==> src/rtl/manycore_release_timer_pkg.sv <==
// Shared types and register offsets for the multi-channel release timer.
package manycore_release_timer_pkg;

  typedef enum logic [1:0] {
    IDLE     = 2'd0,
    COUNTING = 2'd1,
    PENDING  = 2'd2
  } release_state_t;

  localparam logic [3:0] RT_CTRL_OFS   = 4'h0;
  localparam logic [3:0] RT_PERIOD_OFS = 4'h4;
  localparam logic [3:0] RT_NEXT_OFS   = 4'h8;
  localparam logic [3:0] RT_ACK_OFS    = 4'hC;

  function automatic logic [31:0] rt_ack_word(input logic       pending,
                                              input logic [7:0] overrun,
                                              input logic       ack_flip);
    return {15'b0, pending, overrun, 7'b0, ack_flip};
  endfunction

endpackage

==> src/rtl/manycore_release_timer_channel.sv <==
// One release channel: countdown, IDLE/COUNTING/PENDING FSM, overrun count and flip-ack.
module manycore_release_timer_channel
  import manycore_release_timer_pkg::*;
#(
  parameter logic [31:0] DEFAULT_DELAY   = 32'd30_000_000,
  parameter logic [31:0] DEFAULT_PERIOD  = 32'd5_000_000,
  parameter bit          ENABLE_AT_RESET = 1'b0
) (
  input  logic        clock,
  input  logic        reset,
  input  logic        wr_ctrl_i,
  input  logic        wr_period_i,
  input  logic        wr_next_i,
  input  logic        wr_ack_i,
  input  logic [31:0] wr_data_i,
  input  logic [1:0]  rd_ofs_i,
  output logic        irq_o,
  output logic [31:0] rd_data_o
);

  release_state_t state_q, state_d;
  logic        enable_q, enable_d;
  logic        oneshot_q, oneshot_d;
  logic [31:0] period_q, period_d;
  logic [31:0] count_q, count_d;
  logic [7:0]  overrun_q, overrun_d;
  logic        ack_flip_q, ack_flip_d;
  logic        expire, ack_toggle;

  always_ff @(posedge clock or posedge reset) begin
    if (reset) begin
      state_q    <= ENABLE_AT_RESET ? COUNTING : IDLE;
      enable_q   <= ENABLE_AT_RESET;
      oneshot_q  <= 1'b0;
      period_q   <= DEFAULT_PERIOD;
      count_q    <= DEFAULT_DELAY;
      overrun_q  <= '0;
      ack_flip_q <= 1'b0;
    end else begin
      state_q    <= state_d;
      enable_q   <= enable_d;
      oneshot_q  <= oneshot_d;
      period_q   <= period_d;
      count_q    <= count_d;
      overrun_q  <= overrun_d;
      ack_flip_q <= ack_flip_d;
    end
  end

  // A NEXT write in the expiry cycle replaces the countdown, so no release happens.
  assign expire     = (state_q != IDLE) && (count_q == 32'd0) && !wr_next_i;
  assign ack_toggle = wr_ack_i && (wr_data_i[0] != ack_flip_q);

  always_comb begin
    state_d    = state_q;
    enable_d   = enable_q;
    oneshot_d  = oneshot_q;
    period_d   = period_q;
    count_d    = count_q;
    overrun_d  = overrun_q;
    ack_flip_d = ack_flip_q;

    if (wr_next_i)
      count_d = wr_data_i;
    else if (state_q != IDLE)
      count_d = (count_q == 32'd0) ? period_q - 32'd1 : count_q - 32'd1;

    if (wr_period_i)
      period_d = (wr_data_i == 32'd0) ? 32'd1 : wr_data_i;

    if (ack_toggle)
      ack_flip_d = wr_data_i[0];

    case (state_q)
      COUNTING: if (expire) state_d = PENDING;
      PENDING: begin
        // A oneshot channel has already released once; later expiries are not releases.
        if (ack_toggle && (oneshot_q || !expire)) begin
          state_d = oneshot_q ? IDLE : COUNTING;
          if (oneshot_q) enable_d = 1'b0;
        end else if (expire && !ack_toggle && !oneshot_q && overrun_q != 8'hFF) begin
          overrun_d = overrun_q + 8'd1;
        end
      end
      default: ;
    endcase

    if (wr_ctrl_i) begin
      enable_d  = wr_data_i[0];
      oneshot_d = wr_data_i[1];
      if (!wr_data_i[0]) begin
        state_d = IDLE;
      end else begin
        overrun_d = '0;
        if (state_d == IDLE) state_d = COUNTING;
      end
    end
  end

  assign irq_o = (state_q == PENDING);

  always_comb begin
    rd_data_o = '0;
    case ({rd_ofs_i, 2'b00})
      RT_CTRL_OFS:   rd_data_o = {30'b0, oneshot_q, enable_q};
      RT_PERIOD_OFS: rd_data_o = period_q;
      RT_NEXT_OFS:   rd_data_o = count_q;
      RT_ACK_OFS:    rd_data_o = rt_ack_word(state_q == PENDING, overrun_q, ack_flip_q);
      default:       rd_data_o = '0;
    endcase
  end

endmodule

==> src/rtl/manycore_release_timer.sv <==
// Multi-channel periodic release timer on the PE MMIO bus: decode, channels, cycle counter, read mux.
module manycore_release_timer
  import manycore_release_timer_pkg::*;
#(
  parameter int          MEMORY_WIDTH   = 32,
  parameter int          NUM_CHANNELS   = 4,
  parameter logic [31:0] BASE_ADDR      = 32'h2000_0100,
  parameter logic [31:0] DEFAULT_DELAY  = 32'd30_000_000,
  parameter logic [31:0] DEFAULT_PERIOD = 32'd5_000_000,
  parameter bit          AUTO_ENABLE    = 1'b1
) (
  input  logic                    clock,
  input  logic                    reset,
  input  logic [31:0]             addr_in,
  input  logic [MEMORY_WIDTH-1:0] data_in,
  input  logic [3:0]              wb_in,
  output logic [MEMORY_WIDTH-1:0] data_out,
  output logic                    hit_out,
  output logic [NUM_CHANNELS-1:0] irq_out,
  output logic [31:0]             cycle_out
);

  localparam int MAP_WORDS = 4 * NUM_CHANNELS + 1;

  logic [31:0] ofs, word;
  logic [29:0] ch_idx;
  logic [3:0]  reg_ofs;
  logic        in_map, is_cycle, wr_en;
  logic [31:0] wr_data, rd_word;
  logic [31:0] ch_rd [NUM_CHANNELS];

  logic [MEMORY_WIDTH-1:0] data_q;
  logic                    hit_q;
  logic [31:0]             cycle_q;

  // Addresses below BASE_ADDR wrap to huge offsets and fall out of the map.
  assign ofs      = addr_in - BASE_ADDR;
  assign word     = ofs >> 2;
  assign ch_idx   = word[31:2];
  assign reg_ofs  = {word[1:0], 2'b00};
  assign in_map   = word < 32'(MAP_WORDS);
  assign is_cycle = word == 32'(4 * NUM_CHANNELS);
  assign wr_en    = (|wb_in) && in_map && !is_cycle;
  assign wr_data  = 32'(data_in);

  for (genvar g = 0; g < NUM_CHANNELS; g++) begin : g_ch
    logic sel;
    assign sel = wr_en && (ch_idx == 30'(g));

    manycore_release_timer_channel #(
      .DEFAULT_DELAY   (DEFAULT_DELAY),
      .DEFAULT_PERIOD  (DEFAULT_PERIOD),
      .ENABLE_AT_RESET (AUTO_ENABLE && (g == 0))
    ) u_ch (
      .clock       (clock),
      .reset       (reset),
      .wr_ctrl_i   (sel && (reg_ofs == RT_CTRL_OFS)),
      .wr_period_i (sel && (reg_ofs == RT_PERIOD_OFS)),
      .wr_next_i   (sel && (reg_ofs == RT_NEXT_OFS)),
      .wr_ack_i    (sel && (reg_ofs == RT_ACK_OFS)),
      .wr_data_i   (wr_data),
      .rd_ofs_i    (word[1:0]),
      .irq_o       (irq_out[g]),
      .rd_data_o   (ch_rd[g])
    );
  end

  always_comb begin
    rd_word = '0;
    if (in_map) begin
      if (is_cycle) begin
        rd_word = cycle_q;
      end else begin
        for (int i = 0; i < NUM_CHANNELS; i++)
          if (ch_idx == 30'(i)) rd_word = ch_rd[i];
      end
    end
  end

  always_ff @(posedge clock or posedge reset) begin
    if (reset) begin
      data_q  <= '0;
      hit_q   <= 1'b0;
      cycle_q <= '0;
    end else begin
      data_q  <= MEMORY_WIDTH'(rd_word);
      hit_q   <= in_map;
      cycle_q <= cycle_q + 32'd1;
    end
  end

  assign data_out  = data_q;
  assign hit_out   = hit_q;
  assign cycle_out = cycle_q;

endmodule

==> config.mk <==
export PLATFORM = sky130hd
export DESIGN_NAME = manycore_release_timer
export DESIGN_NICKNAME = d
export VERILOG_FILES = /design/src/rtl/manycore_release_timer_pkg.sv /design/src/rtl/manycore_release_timer_channel.sv /design/src/rtl/manycore_release_timer.sv
export SDC_FILE = /design/constraint.sdc
export NUM_CORES = 1
export LEC_CHECK = 0
export CAP_MARGIN = 40
export CORE_UTILIZATION = 60
export DETAILED_ROUTE_END_ITERATION = 6
export PLACE_DENSITY = 0.77
export SLEW_MARGIN = 20
export SYNTH_ARGS = -nofsm -noshare
export SYNTH_HDL_FRONTEND = slang
export SYNTH_SLANG_ARGS = --single-unit
export TNS_END_PERCENT = 10
==> constraint.sdc <==
create_clock -name clock -period 30.3 [get_ports clock]
set_input_delay 6.06 -clock clock [delete_from_list [all_inputs] [get_ports clock]]
set_output_delay 6.06 -clock clock [all_outputs]
set_load 0.05 [all_outputs]
After elaboration in Yosys (flattened, before gate mapping)
Cells that the tools add are included.
- bitwise logic cells: 0
- add/subtract/negate cells: 14
- shift operators: 0
- multiply operators: 0
- eq/ne operators: 23
- divide/modulo/power cells: 0
- muxes and demuxes: 87
- order comparisons: 1
- reductions and logical operators: 108
- operators with widths (operator ; count):
    $mux W32 ; 19
    $pmux W32 S4 ; 4
    $sub A32 B1 Y32 const B ; 8
    $logic_not A32 Y1 ; 5
    $mux W8 ; 20
    $eq A28 B2 Y1 const B ; 2
    $logic_and A1 B1 Y1 ; 50
    $mux W2 ; 20
    $reduce_bool A2 Y1 ; 20
    $add A32 B1 Y32 const B ; 1
    $add A8 B1 Y8 const B ; 4
    $ne A8 B8 Y1 const B ; 4
    $sub A32 B30 Y32 const B ; 1
    $eq A30 B5 Y1 const B ; 1
    $logic_not A30 Y1 ; 1
    $lt A30 B5 Y1 const B ; 1
    $eq A28 B1 Y1 const B ; 1
    $mux W1 ; 20
    $logic_not A1 Y1 ; 17
    $pmux W2 S2 ; 4
    $eq A2 B2 Y1 const B ; 6
    $reduce_and A3 Y1 ; 4
    $eq A2 B1 Y1 const B ; 5
    $logic_not A2 Y1 ; 5
    other kinds (4) ; 10
- memories kept: 0
- bits in registers: 373
- memory bits (read-only): 0
- latch bits: 0
- RAM bits: 0

Depth between registers and ports, before layout
- depth in word-level cells: 17
- gate-level depth with buffers: 20

Modules after synthesis
Synthesis repeated with hierarchy kept, for this count alone.
- cells, all modules: 2842
- area, all modules: 25823.5 um^2
- by module, submodules not included (module ; area an instance (um^2) ; sequential area each (um^2) ; instances ; cells an instance):
    manycore_release_timer_channel (g_ch[0].u_ch) ; 5510.3 ; 1951.9 ; 1 ; 628
    manycore_release_timer_channel (g_ch[1].u_ch) ; 5507.8 ; 1949.4 ; 1 ; 628
    manycore_release_timer_channel (g_ch[2].u_ch) ; 5388.9 ; 1949.4 ; 1 ; 607
    manycore_release_timer_channel (g_ch[3].u_ch) ; 5303.8 ; 1949.4 ; 1 ; 607
    manycore_release_timer ; 4112.7 ; 1626.6 ; 1 ; 372

Worst setup path after synthesis
OpenSTA, ideal clock, no wires.
- kind: input port to flip-flop
- from: input addr_in[11]
- to: register g_ch[0].u_ch.period_q[10]
- stages on the path: 10
- slack: 21.631 ns
- arrival: 8.545 ns
- cells stage by stage: nor4_2 > nand4_1 > a2111oi_0 > and3_1 > buf_2 > nand2_1 > or3_1 > buf_2 > buf_2 > mux2_2
- word-level cells in the longest chain between the ends: 6
- ends and longest elaborated chain (element ; RTL line ; source):
    from (decl) ; manycore_release_timer.sv:14 ; input logic [31:0] addr_in,
    $sub A32 B30 Y32 * ; manycore_release_timer.sv:37 ; assign ofs = addr_in - BASE_ADDR;
    $lt A30 B5 Y1 or $eq A30 B5 Y1 (tied branches) ; manycore_release_timer.sv:41, manycore_release_timer.sv:42 ;
    $logic_and A1 B1 Y1 or $logic_not A1 Y1 (tied branches) ; manycore_release_timer.sv:43 ; assign wr_en = (|wb_in) && in_map && !is_cycle;
    $logic_and A1 B1 Y1 ; manycore_release_timer.sv:43 ;
    $logic_and A1 B1 Y1 * ; manycore_release_timer.sv:48 ; assign sel = wr_en && (ch_idx == 30'(g));
    $logic_and A1 B1 Y1 * ; manycore_release_timer.sv:58 ; .wr_period_i (sel && (reg_ofs == RT_PERIOD_OFS)),
    to (signal assigned) ; manycore_release_timer_channel.sv:43 ; period_q <= period_d;
    to (decl) ; manycore_release_timer_channel.sv:24 ; logic [31:0] period_q, period_d;
Mark *: on every way between the ends. The rest lies on a longest branch, timed or not.
A chain may end at the register's enable or synchronous reset.

Worst setup path in the final report
- from: input addr_in[26]
- to: register data_q[21], in the netlist data_out[21]
- word-level cells in the longest chain between the ends: 8
- ends and longest elaborated chain (element ; RTL line ; source):
    $sub A32 B30 Y32 * ; manycore_release_timer.sv:37 ;
    $logic_not A30 Y1 ; manycore_release_timer.sv:75 ; if (ch_idx == 30'(i)) rd_word = ch_rd[i];
    $mux W32 (4 in a row) ; manycore_release_timer.sv:75 ;
    $mux W32 ; manycore_release_timer.sv:71 ; if (is_cycle) begin
    $mux W32 * ; manycore_release_timer.sv:70 ; if (in_map) begin
    named net rd_word[21] ; manycore_release_timer.sv:29 ; logic [31:0] wr_data, rd_word;
    to (signal assigned) ; manycore_release_timer.sv:86 ; data_q <= MEMORY_WIDTH'(rd_word);
    to (decl) ; manycore_release_timer.sv:32 ; logic [MEMORY_WIDTH-1:0] data_q;
The timed path passes the listed nets; every way through them passes the cells marked *.

==> impl_metrics.json <==
{
  "outcome": "complete, no violations",
  "maxCapViolations": 0,
  "synth_cell_type_count": 84,
  "postRouteAntennaNets": 0,
  "synth_area_um2": 24210,
  "syn_to_final_growth_pct": 13.97,
  "core_um2": 39730,
  "hpwl_um": 63760,
  "clk_latency_ns": 0.61,
  "ioPinCount": 139,
  "rsz0062_at_grt": "no",
  "antenna_found_initial": 5,
  "syn_inst": 3048,
  "clk_path_buf_depth": 3,
  "critPathLaunchType": "primary input",
  "seqCellArea_um2": 9427,
  "hold_class": "reg2reg",
  "ys.flop_type": "dfrtp_1",
  "drt_pass1_iterations": 6,
  "clock-sinks": 373,
  "post-route-drc-count": 0,
  "drive_gt1_share_pct": 10.28,
  "cp_max_fo": 34,
  "finalHoldViolCount": 0,
  "rows": 73,
  "num-nets-final": 3181,
  "fmax_mhz": 98.35,
  "finalCritPeriodShare_pct": 33.56,
  "dp.cells": 3561,
  "avgSynthCellArea_um2": 7.942,
  "gr-total-overflow": 0,
  "die_area_um2": 41150,
  "ir_drop_v": 0.00004659,
  "cts-htree-levels": 2,
  "path_clk_slew_ns": 0.07,
  "grt_pass1_wl_um": 141400,
  "fin_cells": 3651,
  "setup_viol": 0,
  "final_common_cell": "nand2_1",
  "cts_buffers": 43,
  "start_util_pct": 60.93,
  "path_class": "in2reg",
  "pwr_density_cell_nw_per_um2": 41.50,
  "postRouteWirelength_um": 94740,
  "period_needed_ns": 10.17,
  "syn-num-nets": 3139,
  "ctsResizeCount": 0,
  "grt_pass1_vias": 23310,
  "n_fill_cell": 3201,
  "async_reset_ff_share_pct": 100.0,
  "post_cts_buffers": 0,
  "maxSlewHeadroom_pct": 33.87,
  "hold_buffers": 0,
  "grtUsageTotal_pct": 45.56,
  "grt_max_degree": 108,
  "multiInputGateArea_um2": 13820,
  "synth_edf_count": 0,
  "p_leak_uw": 0.01125,
  "finClkSkew_ns": 0.03491,
  "portBuffers": 136,
  "drv_slew": 0,
  "wl_per_cell_um": 25.95,
  "layout_common_cells": "nand2_1 (504), nor2_1 (354), dfrtp_1 (299)",
  "cp_data_arrival_time_ns": 10.66,
  "ys_seq_elements": 373,
  "yosysWarnings": 0,
  "tightest_slew_ns": 0.9888,
  "cp-end-kind": "flip-flop",
  "die_h_um": 202.9,
  "gp_congestion": 1.020,
  "routed_via_density": 7.013,
  "ys_seq_area_share_pct": 38.94,
  "die_width_um": 202.9,
  "vias": 25610,
  "drtIter0Drc": 3879,
  "cts_tree": "yes",
  "cts_root_buffer": "clkbuf_16",
  "cp.required_ns": 30.80,
  "tns_ns": 0
}
layout make-up:
cell class,count,share of cell area [%]
Clock buffer,59,4.526
Multi-Input combinational cell,2410,50.08
Antenna cell,2,0.01814
Timing Repair Buffer,210,7.379
Tap cell,525,2.381
Clock inverter,20,0.7166
Sequential cell,373,34.17
Inverter,52,0.7347
synthesized netlist by cell type (10+ instances only):
master	n	share of area (%)
buf_2	18	0.37
nor3_1	139	2.9
nand4_1	41	1.1
o21ai_0	218	4.5
and2_1	15	0.39
dfrtp_1	299	31
o21a_1	14	0.43
o22ai_1	66	1.7
o211ai_1	26	0.81
mux2i_1	65	2.7
a21o_1	11	0.34
a22oi_1	118	3.7
xor2_1	34	1.2
xnor2_1	35	1.3
buf_1	10	0.16
nor4_1	40	1.0
ha_1	21	1.1
o32ai_1	23	0.83
or3_1	49	1.3
dfstp_2	74	8.0
nand2_1	504	7.8
clkbuf_1	180	2.8
mux2_2	39	1.8
nand2b_1	21	0.54
inv_1	47	0.73
nand3_1	72	1.5
or2_2	11	0.28
a31oi_1	27	0.70
and3_1	22	0.57
nor2_1	356	5.5
or4_1	32	0.99
a211oi_1	20	0.62
a21oi_1	216	4.5
routing by layer:
metal	vias to the layer above	track usage, %	part of all wire, %
met1	12240	59.30	36
met4	6	30.13	7.6
met3	409	13.10	14
li1	11120	-	-
met2	1831	66.07	42
met5	-	0	0.038
worst paths after layout:
kind                                                               to                                  start  depth (start not counted)  slack [ns]
worst max-delay path                           data_out[21]$_DFF_PP0_                            addr_in[26]                          9       20.13
worst min-delay path            g_ch[3].u_ch.period_q[18]$_DFFE_PP1P_  g_ch[3].u_ch.period_q[18]$_DFFE_PP1P_                          2        0.49
worst max register to register   g_ch[1].u_ch.count_q[28]$_DFFE_PP0P_    g_ch[1].u_ch.count_q[7]$_DFFE_PP1P_                         14       25.85
worst min register to register  g_ch[3].u_ch.period_q[18]$_DFFE_PP1P_  g_ch[3].u_ch.period_q[18]$_DFFE_PP1P_                          2        0.49
max in group asynchronous        g_ch[0].u_ch.count_q[24]$_DFFE_PP1P_                                  reset                          6       22.28
min in group asynchronous                      cycle_out[4]$_DFF_PP0_                                  reset                          2        5.98
power breakdown:
group | switching (uW) | total (uW) | leakage (uW) | internal [uW]
Combinational | 61.7 | 89.8 | 0.00598 | 28.0
Sequential | 7.07 | 510 | 0.00456 | 503
Clock | 229 | 545 | 0.000713 | 315
Total | 298 | 1140 | 0.0112 | 847
registers in the layout (all words and copies together) (netlist names):
| name | cells |
|---|---|
| g_ch.u_ch.count_q | 128 |
| g_ch.u_ch.period_q | 128 |
| cycle_out | 32 |
| data_out | 32 |
| g_ch.u_ch.overrun_q | 32 |
| g_ch.u_ch.state_q | 8 |
| g_ch.u_ch.ack_flip_q | 4 |
| g_ch.u_ch.enable_q | 4 |
| g_ch.u_ch.oneshot_q | 4 |
| hit_out | 1 |
per-stage QoR:
step	power (uW)	area, um^2	utilization [%]	worst slack (ns)	hold WS [ns]
after CTS	1137	27460	69.10	20.26	0.4825
final	1145	27590	69.44	20.13	0.4853
after global routing	1167	27580	69.43	20.00	0.4969
after global placement	598.8	25860	65.10	19.50	0.4675
after detailed placement	601.9	26010	65.46	19.65	0.4745
after floorplan	561.7	24210	-	14.00	0.4469
logic make-up (layout without fill, tap and decap cells):
group | Yosys count | count (layout) | share of synthesized area [%]
buffers and inverters | 265 | 341 | 4.295
XOR/XNOR | 69 | 69 | 2.496
AO/OA/AOI/OAI | 833 | 833 | 21.49
adder cells (fa/ha/maj) | 21 | 21 | 1.085
flip-flops | 373 | 373 | 38.94
multiplexers | 108 | 108 | 4.874
AND/OR/NAND/NOR | 1379 | 1379 | 26.82
other | 0 | 2 | 0
critical path: stages:
cell	delay, ns
clkdlybuf4s50_1	0.70
nor3_1	0.29
nand4_1	0.22
or4_1	0.62
a2111oi_4	0.83
nand2_2	0.71
o22ai_1	0.72
nor3_1	0.22
nor3_1	0.25
Power figures use the tool's default switching activity.
